==> config.mk <==
export PLATFORM = sky130hd
export DESIGN_NAME = mem_bist_ctrl
export DESIGN_NICKNAME = d
export VERILOG_FILES = /design/src/rtl/mem_bist_ctrl.sv
export SDC_FILE = /design/constraint.sdc
export NUM_CORES = 1
export LEC_CHECK = 0
export CAP_MARGIN = 20
export CORE_UTILIZATION = 31
export CTS_CLUSTER_SIZE = 28
export DETAILED_ROUTE_END_ITERATION = 16
export MAX_ROUTING_LAYER = met4
export PLACE_DENSITY_LB_ADDON = 0.3
export SETUP_SLACK_MARGIN = 0.4
export SYNTH_ARGS = -nofsm -noshare
export SYNTH_HDL_FRONTEND = slang
export SYNTH_SLANG_ARGS = --single-unit
export TNS_END_PERCENT = 100
==> constraint.sdc <==
create_clock -name i_clk -period 7.2 [get_ports i_clk]
set_input_delay 1.44 -clock i_clk [delete_from_list [all_inputs] [get_ports i_clk]]
set_output_delay 1.44 -clock i_clk [all_outputs]
set_load 0.03 [all_outputs]
==> src/rtl/mem_bist_ctrl.sv <==
// -----------------------------------------------------------------------------
// mem_bist_ctrl
// Memory built-in self-test controller. On start it writes a pattern to every
// location, reads every location back and compares the returned data one cycle
// later. It reports the number of mismatching locations and the first failing
// address.
//
// Optional feature macro: MEM_BIST_STOP_ON_ERR_EN
//   When defined, the first mismatch aborts the test and goes straight to DONE.
//
// Ports
//   i_clk               clock, rising edge
//   i_rst               synchronous active-high reset
//   i_start             one-cycle run request (honoured in IDLE/DONE only)
//   i_mode              pattern select, sampled with i_start
//   i_seed              XOR seed for the address-seeded pattern
//   o_read / o_write    memory strobes (never both high)
//   o_addr              memory address
//   o_data_in           write data to memory
//   i_data_out          read data, valid the cycle after o_read
//   o_busy              test in progress
//   o_done              test finished (level)
//   o_pass              no mismatches (valid while o_done)
//   o_err_count         number of mismatching locations
//   o_first_fail_addr   address of the first mismatch, 0 if none
// -----------------------------------------------------------------------------
module mem_bist_ctrl #(
    parameter int ADDR_W = 5,
    parameter int DATA_W = 8
) (
    input  logic              i_clk,
    input  logic              i_rst,
    input  logic              i_start,
    input  logic [1:0]        i_mode,
    input  logic [DATA_W-1:0] i_seed,
    output logic              o_read,
    output logic              o_write,
    output logic [ADDR_W-1:0] o_addr,
    output logic [DATA_W-1:0] o_data_in,
    input  logic [DATA_W-1:0] i_data_out,
    output logic              o_busy,
    output logic              o_done,
    output logic              o_pass,
    output logic [ADDR_W:0]   o_err_count,
    output logic [ADDR_W-1:0] o_first_fail_addr
);

    typedef enum logic [2:0] {StIdle, StWrite, StRead, StDrain, StDone} state_e;

    localparam logic [ADDR_W-1:0] AddrLast = {ADDR_W{1'b1}};
    localparam logic [ADDR_W:0]   ErrMax   = {1'b1, {ADDR_W{1'b0}}};

    function automatic logic [DATA_W-1:0] f_pattern(input logic [1:0]        mode,
                                                    input logic [DATA_W-1:0] seed,
                                                    input logic [ADDR_W-1:0] a);
        logic [DATA_W-1:0] p;
        p = '0;
        case (mode)
            2'b00: p = '0;
            2'b01: p = '1;
            // 0x55 on even addresses, 0xAA on odd ones
            2'b10: for (int i = 0; i < DATA_W; i++) p[i] = (i % 2 == 0) ? ~a[0] : a[0];
            default: p = seed ^ DATA_W'(a);
        endcase
        return p;
    endfunction

    state_e              r_state, w_state_d;
    logic [1:0]          r_mode, w_mode_d;
    logic [DATA_W-1:0]   r_seed, w_seed_d;
    logic                r_read, w_read_d;
    logic                r_write, w_write_d;
    logic [ADDR_W-1:0]   r_addr, w_addr_d;
    logic [DATA_W-1:0]   r_data_in, w_data_in_d;
    logic                r_busy, w_busy_d;
    logic                r_done, w_done_d;
    logic                r_pass, w_pass_d;
    logic [ADDR_W:0]     r_err_count, w_err_count_d;
    logic [ADDR_W-1:0]   r_ffa, w_ffa_d;
    // Address of the read issued last cycle; its data is on i_data_out now.
    logic                r_cmp_vld;
    logic [ADDR_W-1:0]   r_cmp_addr;

    logic                w_mismatch;
    logic                w_abort;
    logic [ADDR_W:0]     w_err_next;
    logic [ADDR_W-1:0]   w_ffa_next;

    always_comb begin
        w_mismatch = r_cmp_vld && (r_state == StRead || r_state == StDrain) &&
                     (i_data_out != f_pattern(r_mode, r_seed, r_cmp_addr));
        w_err_next = r_err_count;
        w_ffa_next = r_ffa;
        if (w_mismatch) begin
            if (r_err_count != ErrMax) w_err_next = r_err_count + 1'b1;
            if (r_err_count == '0)     w_ffa_next = r_cmp_addr;
        end
`ifdef MEM_BIST_STOP_ON_ERR_EN
        w_abort = w_mismatch;
`else
        w_abort = 1'b0;
`endif
    end

    always_comb begin
        w_state_d     = r_state;
        w_mode_d      = r_mode;
        w_seed_d      = r_seed;
        w_read_d      = 1'b0;
        w_write_d     = 1'b0;
        w_addr_d      = '0;
        w_data_in_d   = '0;
        w_busy_d      = r_busy;
        w_done_d      = r_done;
        w_pass_d      = r_pass;
        w_err_count_d = w_err_next;
        w_ffa_d       = w_ffa_next;
        case (r_state)
            StIdle, StDone: begin
                if (i_start) begin
                    w_state_d     = StWrite;
                    w_mode_d      = i_mode;
                    w_seed_d      = i_seed;
                    w_write_d     = 1'b1;
                    w_data_in_d   = f_pattern(i_mode, i_seed, '0);
                    w_busy_d      = 1'b1;
                    w_done_d      = 1'b0;
                    w_pass_d      = 1'b0;
                    w_err_count_d = '0;
                    w_ffa_d       = '0;
                end
            end
            StWrite: begin
                if (r_addr == AddrLast) begin
                    w_state_d = StRead;
                    w_read_d  = 1'b1;
                end else begin
                    w_write_d   = 1'b1;
                    w_addr_d    = r_addr + 1'b1;
                    w_data_in_d = f_pattern(r_mode, r_seed, r_addr + 1'b1);
                end
            end
            StRead: begin
                if (w_abort) begin
                    w_state_d = StDone;
                    w_busy_d  = 1'b0;
                    w_done_d  = 1'b1;
                    w_pass_d  = 1'b0;
                end else if (r_addr == AddrLast) begin
                    w_state_d = StDrain;
                end else begin
                    w_read_d = 1'b1;
                    w_addr_d = r_addr + 1'b1;
                end
            end
            StDrain: begin
                w_state_d = StDone;
                w_busy_d  = 1'b0;
                w_done_d  = 1'b1;
                w_pass_d  = (w_err_next == '0);
            end
            default: w_state_d = StIdle;
        endcase
    end

    always_ff @(posedge i_clk) begin
        if (i_rst) begin
            r_state     <= StIdle;
            r_mode      <= '0;
            r_seed      <= '0;
            r_read      <= 1'b0;
            r_write     <= 1'b0;
            r_addr      <= '0;
            r_data_in   <= '0;
            r_busy      <= 1'b0;
            r_done      <= 1'b0;
            r_pass      <= 1'b0;
            r_err_count <= '0;
            r_ffa       <= '0;
            r_cmp_vld   <= 1'b0;
            r_cmp_addr  <= '0;
        end else begin
            r_state     <= w_state_d;
            r_mode      <= w_mode_d;
            r_seed      <= w_seed_d;
            r_read      <= w_read_d;
            r_write     <= w_write_d;
            r_addr      <= w_addr_d;
            r_data_in   <= w_data_in_d;
            r_busy      <= w_busy_d;
            r_done      <= w_done_d;
            r_pass      <= w_pass_d;
            r_err_count <= w_err_count_d;
            r_ffa       <= w_ffa_d;
            r_cmp_vld   <= r_read;
            r_cmp_addr  <= r_addr;
        end
    end

    assign o_read            = r_read;
    assign o_write           = r_write;
    assign o_addr            = r_addr;
    assign o_data_in         = r_data_in;
    assign o_busy            = r_busy;
    assign o_done            = r_done;
    assign o_pass            = r_pass;
    assign o_err_count       = r_err_count;
    assign o_first_fail_addr = r_ffa;

endmodule

; ---- Word-level counts from Yosys, hierarchy flattened
; Cells that the tools add are included.
[totals]
output_inout_bits = 29
register_bits = 48
word_cells = 78
input_bits = 21
[op_classes]
n_mux = 28
eq_ne = 14
bitwise = 5
n_reduce_logical = 15
addsub = 2
[op_table]
columns = operator, count
row1 = 8-bit case mux with 3 select lines, 3
row2 = 6-bit 2-to-1 mux, 4
row3 = 5-bit 2-to-1 mux, 4
row4 = 8-bit 2-to-1 mux, 2
row5 = 8-bit case mux with 2 select lines, 1
row6 = 8-bit by 5-bit XOR with 8-bit output, 2
row7 = 6-bit zero test, 2
row8 = 3-bit case mux with 4 select lines, 1
row9 = 1-bit case mux with 2 select lines, 5
row10 = 3-bit 2-to-1 mux, 3
row11 = 8-bit != test, 1
row12 = "6-bit by 1-bit adder with 6-bit output, second input constant", 1
row13 = "3-bit by 2-bit equality test with 1-bit output, second input constant", 2
row14 = "6-bit != test, second input constant", 1
row15 = "5-bit by 1-bit adder with 5-bit output, second input constant", 1
row16 = "5-bit equality test, second input constant", 1
row17 = 1-bit 2-to-1 mux, 5
row18 = "2-bit by 1-bit equality test with 1-bit output, second input constant", 2
row19 = "2-bit equality test, second input constant", 2
row20 = 2-bit zero test, 2
row21 = "2-bit != test, second input constant", 2
row22 = 2-bit AND reduction, 2
row23 = 2-bit OR reduction, 2
row24 = "3-bit by 1-bit equality test with 1-bit output, second input constant", 1
row25 = 9 further kinds, 12

; ---- Longest topological paths before layout
; Gate-level depths: netlist of the first run.
[logic_depth]
ltp_word = 7
depth_mapped = 9
mapped_depth_nobuf = 9

; ---- Worst setup path before layout of the first run
; No wires, ideal clock.
[synth_timing]
kind = input port to flip-flop
startpoint = input port i_data_out[5]
endpoint = register r_pass, in the netlist o_pass
required_ns = 7.116
setup_slack_ns = 4.160
setup_ns = 0.084
arrival_time_ns = 2.956
cell_stages = 7
n_path_buf = 0
cell_sequence = or3_1 nand4_1 or4_4 o31a_4 a211oi_2 o211ai_1 o31ai_2
[synth_between]
elab_chain_cells = 5
[synth_lines]
columns = element, line
row1 = "start, declared", 40  ; input logic [DATA_W-1:0] i_data_out,
row2 = 8-bit != test, 91  ; (i_data_out != f_pattern(r_mode, r_seed, r_cmp_addr));
row3 = 1-bit logical AND, 90  ; w_mismatch = r_cmp_vld && (r_state == StRead || r_state == StDrain) &&
row4 = 6-bit 2-to-1 mux, 94  ; if (w_mismatch) begin
row5 = 6-bit zero test, 160  ; w_pass_d = (w_err_next == '0);
row6 = 1-bit case mux with 2 select lines, 118  ; case (r_state)
row7 = "end signal, assigned", 192  ; r_pass <= w_pass_d;
row8 = "end, declared", 77  ; logic r_pass, w_pass_d;
; Every way passes these cells.
; A chain may end at the register's enable or synchronous reset.

; ---- Worst setup path in the final report of the first run
[layout_timing]
startpoint = input port i_data_out[5]
endpoint = register r_ffa[0], in the netlist o_first_fail_addr[0]
[layout_between]
elab_chain_cells = 5
[layout_lines]
columns = element, line
row1 = 8-bit != test *, 91
row2 = 1-bit logical AND *, 90
row3 = 5-bit 2-to-1 mux *, 94
row4 = 5-bit 2-to-1 mux, 120  ; if (i_start) begin
row5 = 5-bit 2-to-1 mux *, 118
row6 = "end signal, assigned", 194  ; r_ffa <= w_ffa_d;
row7 = "end, declared", 79  ; logic [ADDR_W-1:0] r_ffa, w_ffa_d;
; Mark *: on every way between the ends. The rest lies on a longest branch, timed or not.

==> results of run 1 <==
[metal layers]
layer | part of all wire | up-vias | global-route usage
li1 | - | 1075 | -
met3 | 0.041 | 11 | 0.0305
met1 | 0.49 | 960 | 0.190
met4 | 0.025 | 0 | 0.0601
met2 | 0.45 | 55 | 0.226
met5 | 0 | - | -
[area by class of cell]
| type | instances | area [sq um] | area share |
|---|---|---|---|
| Multi-Input combinational cell | 219 | 1340 | 0.441 |
| Sequential cell | 48 | 961 | 0.316 |
| Timing Repair Buffer | 49 | 490 | 0.161 |
| Tap cell | 99 | 124 | 0.0407 |
| Clock buffer | 6 | 82.6 | 0.0271 |
| Inverter | 9 | 33.8 | 0.0111 |
| Clock inverter | 2 | 10.0 | 0.00329 |
[registers in the layout, indices dropped and copies added, names as in the netlist, 2 cells and up]
register and count:
o_first_fail_addr 5, o_addr 5, r_state 3, r_seed 8, o_err_count 6, o_data_in 8, r_mode 2, r_cmp_addr 5
[synth_stat cells (all sizes together)]
cell,number
nor3,4
nor2b,10
o31a,1
nor4b,1
a31oi,2
and3,1
and3b,2
o211ai,1
nand2,36
a211oi,1
clkbuf,8
a21boi,1
nand4,1
mux2i,6
o22ai,2
or4,1
nand3b,3
buf,4
and2b,1
nor2,31
or2,2
a21o,2
a2111o,1
nand3,5
xnor2,10
ha,6
o41a,1
a21oi,37
o22a,4
o31ai,2
or3,4
nand2b,6
and2,5
inv,9
nor4,2
nor3b,1
o21ai,17
xor2,8
dfxtp,48
a211o,1
[logic make-up (layout without fill, tap and decap cells)]
kind of cell	Yosys count	count (layout)	synth area share
compound gates	73	73	0.194
xor+xnor	18	18	0.0659
fa+ha+maj	6	6	0.0314
buf+inv	21	66	0.0377
flops	48	48	0.402
mux	6	6	0.0251
simple gates	116	116	0.245
[report_power, final]
group,internal [uW],total [uW],switching [uW]
Clock,76.7,163,86.3
Combinational,35.8,78.1,42.3
Sequential,274,284,10.3
[worst max-delay path by stage]
stage | startpoint | end | slack, ns
final | i_data_out[5] | o_first_fail_addr[0] | 3.87
after global routing | i_data_out[5] | o_pass | 3.77
after CTS | i_data_out[5] | o_first_fail_addr[0] | 3.83
after detailed placement | i_data_out[5] | o_first_fail_addr[0] | 3.51
after global placement | i_data_out[5] | o_first_fail_addr[0] | 3.58
after floorplan | i_data_out[5] | o_pass | 4.16
[per-stage QoR]
step	hold WS [ns]	setup WS [ns]	utilization	std cells	total power (uW)
6_report	0.478	3.87	0.413	432	525
5_1_grt	0.505	3.77	0.413	432	553
4_1_cts	0.484	3.83	0.413	432	533
3_5_place_dp	0.465	3.51	0.400	424	368
3_3_place_gp	0.465	3.58	0.400	424	367
2_1_floorplan	0.441	4.16	-	288	338
==> summary.txt, run 1 <==
Clock network
  • Clock sinks: 48
  • H-tree depth: 2
  • Root buf cell: clkbuf_8
  • CTS buffer count: 5
  • CTS tree: yes
  • CTS Buffer Depth: 2
  • Clk_lat worst skew: 0.30 ns
  • CTS clk-pin slew, worst paths: about 0.08 ns
  • Post-CTS Hold Buffers: 0
  • Post_cts resized: 0
  • Post-CTS Setup Bufs: 0

Finish
  • Fraction of layout instances using a drive strength above 1: 0.0751
  • Commonest non-fill, non-tap cells in the layout: 49 x clkdlybuf4s50_1, 48 x dfxtp_1, 37 x a21oi_1
  • Antenna fix cells: 0
  • Design Area, Final: between 3000 and 4000 sq um
  • Area Growth Syn to Fin: 27.2%
  • Fillers: between 700 and 800
  • Commonest non-fill, non-tap cell in the layout: clkdlybuf4s50_1
  • Layout net count: between 300 and 400

Place
  • Final HPWL DP: roughly 4300 um
  • Placed Instance Area: around 3000 sq um
  • PortBufs: about 50
  • RePlAce Congestion: 0.843

Min path
  • Hold Crit Class: reg -> reg
  • Hold EP: r_cmp_vld
  • Min-delay src: o_read
  • Hold Crit Depth: 1

Die
  • Die width: approximately 90 um
  • Chip height: around 90 um
  • IO Count: 50
  • Initial Util: 0.325
  • Die area: ~8000 sq um
  • Core area: 7370 sq um
  • # rows: 31

STA
  • Pins over their slew limit: 0
  • Endpoints failing hold: 0
  • Setup total negative slack: 0 ns
  • RSZ-0062 raised after global routing: no
  • Final min period: 3.33 ns
  • Slew HR: 0.405
  • Worst Max-Slew Pin Slew: 0.889 ns
  • Final setup violating endpoints: 0
  • Tcrit/Tclk final: 0.463
  • Worst Skew: 0.00745 ns
  • Fmax: about 300 MHz

Global routing
  • GRT Residual Overflow: 0
  • Vias in the first global route: 1985
  • First-pass GRT wire length: slightly above 9000 um
  • Largest net degree at the start of global routing: 26
  • Initial antenna violation count: 0
  • Overall Global Routing Usage: 0.148

Setup path
  • Critical path's top delay family: simple AND/OR/NAND/NOR gates
  • Critical-path cell list: clkdlybuf4s50_1 -> or3_1 -> nand4_1 -> or4_4 -> o31a_4 -> nand3b_2 -> mux2i_1 -> nor2_1
  • Buf/Inv on CP: 1
  • Worst setup EP type: flip-flop
  • Worst path arrival time: approximately 3.5 ns
  • FF-to-FF path depth: 8
  • R2R Setup Slk: roughly 4.4 ns
  • CP max stage delay: approximately 0.57 ns
  • Crit-path max FO: 7
  • CP max stage cell: or4_4
  • Critical Path RT: between 7 and 8 ns
  • Reg-to-Reg Start: r_mode[0]
  • CP Class: in -> reg
  • Capturing point of the worst reg2reg path: o_first_fail_addr[0]
  • Worst path depth: 8
  • Startpoint Class: input pin

Route
  • Wire length per cell: ~13 um
  • DR vias/cell: around 5
  • Final WL: about 5800 um
  • DR vias: approximately 2100
  • Remaining antenna violation count after routing: 0
  • Initial drt markers: between 100 and 150
  • Drc violations: 0
  • First drt pass iteration count: 4

Synth
  • Synthesized Nets: about 320
  • Area contributors post-synth: dfxtp_1 40%, a21oi_1 7.7%, nand2_1 5.5%
  • Synth Instances: between 200 and 300
  • Yosys warns: 0
  • Synth Register Bits: 48
  • Mapped Area: approximately 2400 sq um
  • Post-synth cell types: 48
  • Fraction of the yosys area taken by sequential cells: 0.402
  • Synth top area share: 0.402
  • Largest area contributor in the synthesized netlist: dfxtp_1
  • Syn Area/Cell: about 8.3 sq um

Outcome
  • Outcome: completed

Power
  • Maximum vdd ir drop: approximately 0.000079 V
  • Cell Pwr Density: 173 nW/um^2
  • Pleak: between 0.001 and 0.0015 uW

Job
  • Max-Cap Viols: 0
(Power assumes the default switching activity.)
==> run 2, diff against run 1 <==
Clock period 7.2 ns to 3.1 ns, I/O delays scaled along.
==> run 2 against run 1 <==
Critical path depth unchanged; first-iteration DRC count shrank 20%; non-clock buffer count grew 5; cell area is 1.9% higher; critical path type unchanged; critical endpoint is now o_first_fail_addr[2]; count of clock-buffer cells in the layout stayed put; final cell count is 1.2% higher; clock power rose to 2.7 times the previous value; power up 150%; hold slack worse by 0.0063 ns; setup slack worse by 3.3 ns; die area stayed put; largest cell class unchanged; register-to-register slack lost 3.7 ns.
==> summary.txt, run 2 (synthesis gave the netlist of run 1 again) <==
Route
  • Initial drt markers: 102 (-20%)
  • Drc violations: 0 (unchanged)
  • Remaining antenna violation count after routing: 0 (unchanged)
  • DR vias: 2104 (+0.14%)
  • DR vias/cell: 4.81 (-1.0%)
  • Final WL: 5750 um (about the same)
  • First drt pass iteration count: 4 (unchanged)
  • Wire length per cell: 13.2 um (-1.2%)

Clock network
  • CTS tree: yes
  • H-tree depth: 2 (unchanged)
  • Post-CTS Setup Bufs: 0 (unchanged)
  • Clock sinks: 48 (unchanged)
  • Post-CTS Hold Buffers: 0 (unchanged)
  • CTS buffer count: 5 (unchanged)
  • Clk_lat worst skew: 0.30 ns (about the same)
  • Root buf cell: clkbuf_8
  • CTS Buffer Depth: 2 (unchanged)
  • CTS clk-pin slew, worst paths: 0.08 ns (about the same)

Die
  • # rows: 31 (unchanged)
  • Die width: 89.8 um (unchanged)
  • Chip height: 89.8 um (unchanged)
  • IO Count: 50 (unchanged)
  • Core area: 7370 sq um (unchanged)
  • Initial Util: 0.325 (unchanged)
  • Die area: 8070 sq um (unchanged)

Finish
  • Final Non-Filler Cells: 437 (+1.2%)
  • Antenna fix cells: 0 (unchanged)
  • Fillers: 753 (-2.6%)
  • Area Growth Syn to Fin: 29.7%
  • Commonest non-fill, non-tap cells in the layout: 49 x clkdlybuf4s50_1, 46 x dfxtp_1, 36 x a21oi_1
  • Layout net count: 364 (+1.4%)
  • Fraction of layout instances using a drive strength above 1: 0.0947 (+0.0196)
  • Commonest non-fill, non-tap cell in the layout: clkdlybuf4s50_1
  • Design Area, Final: 3100 sq um (+1.9%)

STA
  • Worst Skew: 0.00964 ns (+0.00220 ns)
  • Worst Max-Slew Pin Slew: 0.628 ns (-0.261 ns)
  • Setup total negative slack: 0 ns (unchanged)
  • Tcrit/Tclk final: 0.811
  • Endpoints failing hold: 0 (unchanged)
  • Fmax: around 400 MHz
  • Slew HR: 0.575 (+0.170)
  • Final min period: ~2.5 ns
  • Pins over their slew limit: 0 (unchanged)
  • Final setup violating endpoints: 0 (unchanged)
  • Final worst slack: 0.585 ns (-3.28 ns)
  • RSZ-0062 raised after global routing: no

Power
  • Total power: 1290 uW (+150%)
  • Cell Pwr Density: 415 nW/um^2 (+140%)
  • Pleak: 0.00114 uW (+2.7%)
  • Maximum vdd ir drop: 0.000167 V (+110%)

Outcome
  • Outcome: completed

Setup path
  • Startpoint Class: input pin
  • CP Class: in -> reg
  • Crit-path max FO: 7 (unchanged)
  • Critical Path RT: 3.28 ns (-4.10 ns)
  • Worst setup EP type: flip-flop
  • Worst path arrival time: 2.69 ns (-0.83 ns)

Global routing
  • First-pass GRT wire length: 9280 um (-0.38%)
  • GRT Residual Overflow: 0 (unchanged)
  • Initial antenna violation count: 0 (unchanged)
  • Overall Global Routing Usage: 0.145 (-0.00252)
  • Vias in the first global route: 1991 (+0.30%)
  • Largest net degree at the start of global routing: 25 (-3.8%)

Place
  • RePlAce Congestion: 0.846 (+0.39%)
  • Final HPWL DP: 4350 um (+0.96%)
  • Dpl cells: 429 (+1.2%)
  • Setup WS pre-CTS: 0.256 ns (-3.26 ns)
  • Placed Instance Area: 2990 sq um (+1.3%)
  • PortBufs: 49 (unchanged)

Job
  • Max-Cap Viols: 0 (unchanged)

Min path
  • Hold Crit Class: reg -> reg
-- run 2: changes by cell type in the layout (fill, tap and decap cells not counted), sizes merged --
cell,change
buf,+5
bufinv,+1
clkinv,-1
-- run 2: worst paths after layout --
check                 from              endpoint  slack (ns)  cells past startpoint
max          i_data_out[5]  o_first_fail_addr[2]        0.58                      8
min reg2reg         o_read             r_cmp_vld        0.47                      1
max reg2reg  r_cmp_addr[0]  o_first_fail_addr[2]        0.66                      8
min                 o_read             r_cmp_vld        0.47                      1
-- run 2: critical path, stage by stage --
cell and delay [ns]:
clkdlybuf4s50_1 0.47, or3_1 0.10, nand4_1 0.09, or4_4 0.56, o31a_4 0.39, nand3b_2 0.19, mux2i_1 0.22, nor2_1 0.05
-- run 2: metal layers --
metal	routed length (um)	global-route usage
met5	0	-
met1	2890	0.195
met2	2560	0.221
met3	216	0.0271
met4	77	0.0464
-- run 2: power breakdown --
group | switching [uW] | internal [uW]
Combinational | 102 | 88.6
Sequential | 20.6 | 636
Clock | 202 | 239
-- run 2: what timing repair did --
item                                    in CTS  in global routing
endpoints found under the hold margin        0                  0
resized for setup                            0                  3
endpoints found under the setup margin       0                  6
-- run 2: per-stage QoR --
stage | utilization | hold WS [ns]
after floorplan | - | 0.441
after global placement | 0.405 | 0.464
after detailed placement | 0.405 | 0.466
after CTS | 0.420 | 0.479
after global routing | 0.421 | 0.492
final | 0.421 | 0.472
-- run 2: final cells by class --
class	instances	area, sq um	area share
clock buffer	6	72.6	0.0234
clock inverter	2	35.0	0.0113
inverter	9	33.8	0.0109
multi-input combinational	219	1350	0.434
sequential	48	963	0.311
tap	99	124	0.0399
timing repair buffer	54	528	0.170
==> run 3, diff against run 2 <==
Clock period 3.1 ns to 2.1 ns, I/O delays scaled along.
==> run 3 against run 2 <==
Die area did not move; count of clock-buffer cells in the layout rose by 1; first-iteration DRC count down 20%; cell area grew 8.8%; the flow now finishes with violations (setup timing); critical path type is now reg -> reg; highest routed layer unchanged; via count grew 4.4%; sequential share of layout area down 2.1 points; global-route usage rose by 1.9 points.
==> summary.txt, run 3 (synthesis gave the netlist of run 1 again) <==
Setup path
  • Critical-path cell list: a21oi_4 -> or3_1 -> nand4_1 -> or4_4 -> o31a_4 -> a211oi_2 -> o211ai_1 -> o31ai_2
  • CP Class: reg -> reg
  • Worst setup EP type: flip-flop
  • Reg-to-Reg Start: r_mode[1]
  • Critical Path RT: 2.33 ns (-0.95 ns)
  • Worst path arrival time: 2.52 ns (-0.17 ns)
  • Crit-path max FO: 7 (unchanged)
  • Startpoint Class: flip-flop
  • Critical path's top delay family: compound AO/OA/AOI/OAI gates
  • CP max stage cell: or4_4
  • CP max stage delay: 0.57 ns (about the same)
  • Buf/Inv on CP: 0 (-1)
  • Worst Setup SP: r_mode[1]

Die
  • Die width: 89.8 um (unchanged)
  • Chip height: 89.8 um (unchanged)
  • Core area: 7370 sq um (unchanged)
  • Die area: 8070 sq um (unchanged)
  • Initial Util: 0.325 (unchanged)
  • # rows: 31 (unchanged)
  • IO Count: 50 (unchanged)

Power
  • NetSw: 500 uW (+54%)
  • Pint: 1320 uW (+37%)
  • Pleak: 0.00140 uW (+23%)
  • Combinational Power Share: 0.176 (+0.028)
  • Maximum vdd ir drop: 0.000289 V (+73%)
  • Sequential share of power: 0.528 (+0.018)
  • Clock power frac: 0.296 (-0.047)
  • Switching share of power: 0.275 (+0.0229)
  • Cell Pwr Density: 539 nW/um^2 (+30%)

Global routing
  • GRT Residual Overflow: 0 (unchanged)
  • Initial antenna violation count: 0 (unchanged)
  • First-pass GRT wire length: 10500 um (+13%)
  • Overall Global Routing Usage: 0.164 (+0.0191)
  • Vias in the first global route: 2202 (+11%)
  • Largest net degree at the start of global routing: 25 (unchanged)

STA
  • Pins over their slew limit: 0 (unchanged)
  • Final worst slack: -0.197 ns (-0.782 ns)
  • Final min period: ~2.3 ns
  • Final setup violating endpoints: 12 (+12)
  • Endpoints failing hold: 0 (unchanged)
  • Worst Max-Slew Pin Slew: 0.415 ns (-0.213 ns)
  • RSZ-0062 raised after global routing: yes
  • Hold_ws: 0.476 ns (+0.00449 ns)
  • Fmax: around 440 MHz
  • Worst Skew: 0.00851 ns (-0.00114 ns)
  • Slew HR: 0.723 (+0.148)
  • Tcrit/Tclk final: 1.09

Min path
  • Min-delay src: o_read
  • Hold Crit Class: reg -> reg

Place
  • Final HPWL DP: 4540 um (+4.3%)
  • Setup WS pre-CTS: -0.486 ns (-0.742 ns)
  • RePlAce Congestion: 0.817 (-3.5%)
  • PortBufs: 49 (unchanged)

Route
  • Final WL: 6110 um (+6.3%)
  • DR vias: 2197 (+4.4%)
  • Drc violations: 0 (unchanged)
  • Initial drt markers: 82 (-20%)
  • First drt pass iteration count: 4 (unchanged)
  • DR vias/cell: 4.77 (-1.0%)
  • Remaining antenna violation count after routing: 0 (unchanged)
  • Wire length per cell: 13.3 um (+0.73%)

Clock network
  • Clk_lat worst skew: 0.30 ns (about the same)
  • CTS clk-pin slew, worst paths: 0.09 ns (about the same)
  • Clock sinks: 48 (unchanged)
  • CTS buffer count: 5 (unchanged)
  • H-tree depth: 2 (unchanged)
  • CTS Buffer Depth: 2 (unchanged)
  • Root buf cell: clkbuf_8
  • CTS tree: yes

Finish
  • Commonest non-fill, non-tap cell in the layout: dfxtp_1
  • Antenna fix cells: 0 (unchanged)
  • Area Growth Syn to Fin: 41.1%
  • Fillers: 758 (+0.66%)
  • Commonest non-fill, non-tap cells in the layout: 43 x dfxtp_1, 34 x nand2_1, 33 x a21oi_1
  • Layout net count: 388 (+6.6%)
  • Fraction of layout instances using a drive strength above 1: 0.210 (+0.115)

Job
  • Max-Cap Viols: 0 (unchanged)

Outcome
  • Outcome: complete, but fails checks
  • Failing checks: setup timing
-- run 3: metal layers --
layer | share of wire | wire length [um] | GRT usage | vias up
met1 | 0.49 | 3010 | 0.213 | 976
met2 | 0.43 | 2630 | 0.251 | 70
met5 | 0 | 0 | - | -
li1 | - | - | - | 1134
met3 | 0.050 | 305 | 0.0338 | 17
met4 | 0.026 | 160 | 0.0628 | 0
-- run 3: repair_timing --
action | 4_1_cts | 5_1_grt
endpoints found under the setup margin | 49 | 22
hold buffers | 0 | 0
buffers inserted | 5 | 0
gates resized for setup | 47 | 11
pin swaps | 5 | 7
gates cloned | 1 | 0
-- run 3: power groups by stage --
stage	registers, uW	logic, uW	clock network [uW]
after floorplan	1010	158	0
after global placement	984	305	0
after detailed placement	985	306	0
after CTS	961	312	554
after global routing	965	351	593
final	961	320	538
-- run 3: stage by stage --
| stage | setup TNS, ns | std cells | utilization | instance area, sq um | total power [uW] |
|---|---|---|---|---|---|
| after global placement | -4.16 | 447 | 0.430 | 3170 | 1290 |
| final | -1.24 | 461 | 0.458 | 3380 | 1820 |
| after detailed placement | -4.64 | 447 | 0.430 | 3170 | 1290 |
| after global routing | -2.13 | 461 | 0.458 | 3380 | 1910 |
| after CTS | -1.07 | 461 | 0.450 | 3320 | 1830 |
| after floorplan | -0.538 | 288 | - | 2450 | 1160 |
-- run 3: area by class of cell --
cell class,instances,area (sq um),area share
Clock buffer,7,76.3,0.0226
Multi-Input combinational cell,220,1490,0.441
Timing Repair Buffer,77,672,0.199
Sequential cell,48,977,0.289
Clock inverter,1,5.00,0.00148
Inverter,9,33.8,0.0100
Tap cell,99,124,0.0367
-- run 3: final timing paths --
check / slack, ns / depth (start not counted) / endpoint
worst max-delay path: -0.20 / 8 / o_pass
worst min-delay path: 0.48 / 1 / r_cmp_vld
worst max register to register: -0.20 / 8 / o_pass
worst min register to register: 0.48 / 1 / r_cmp_vld
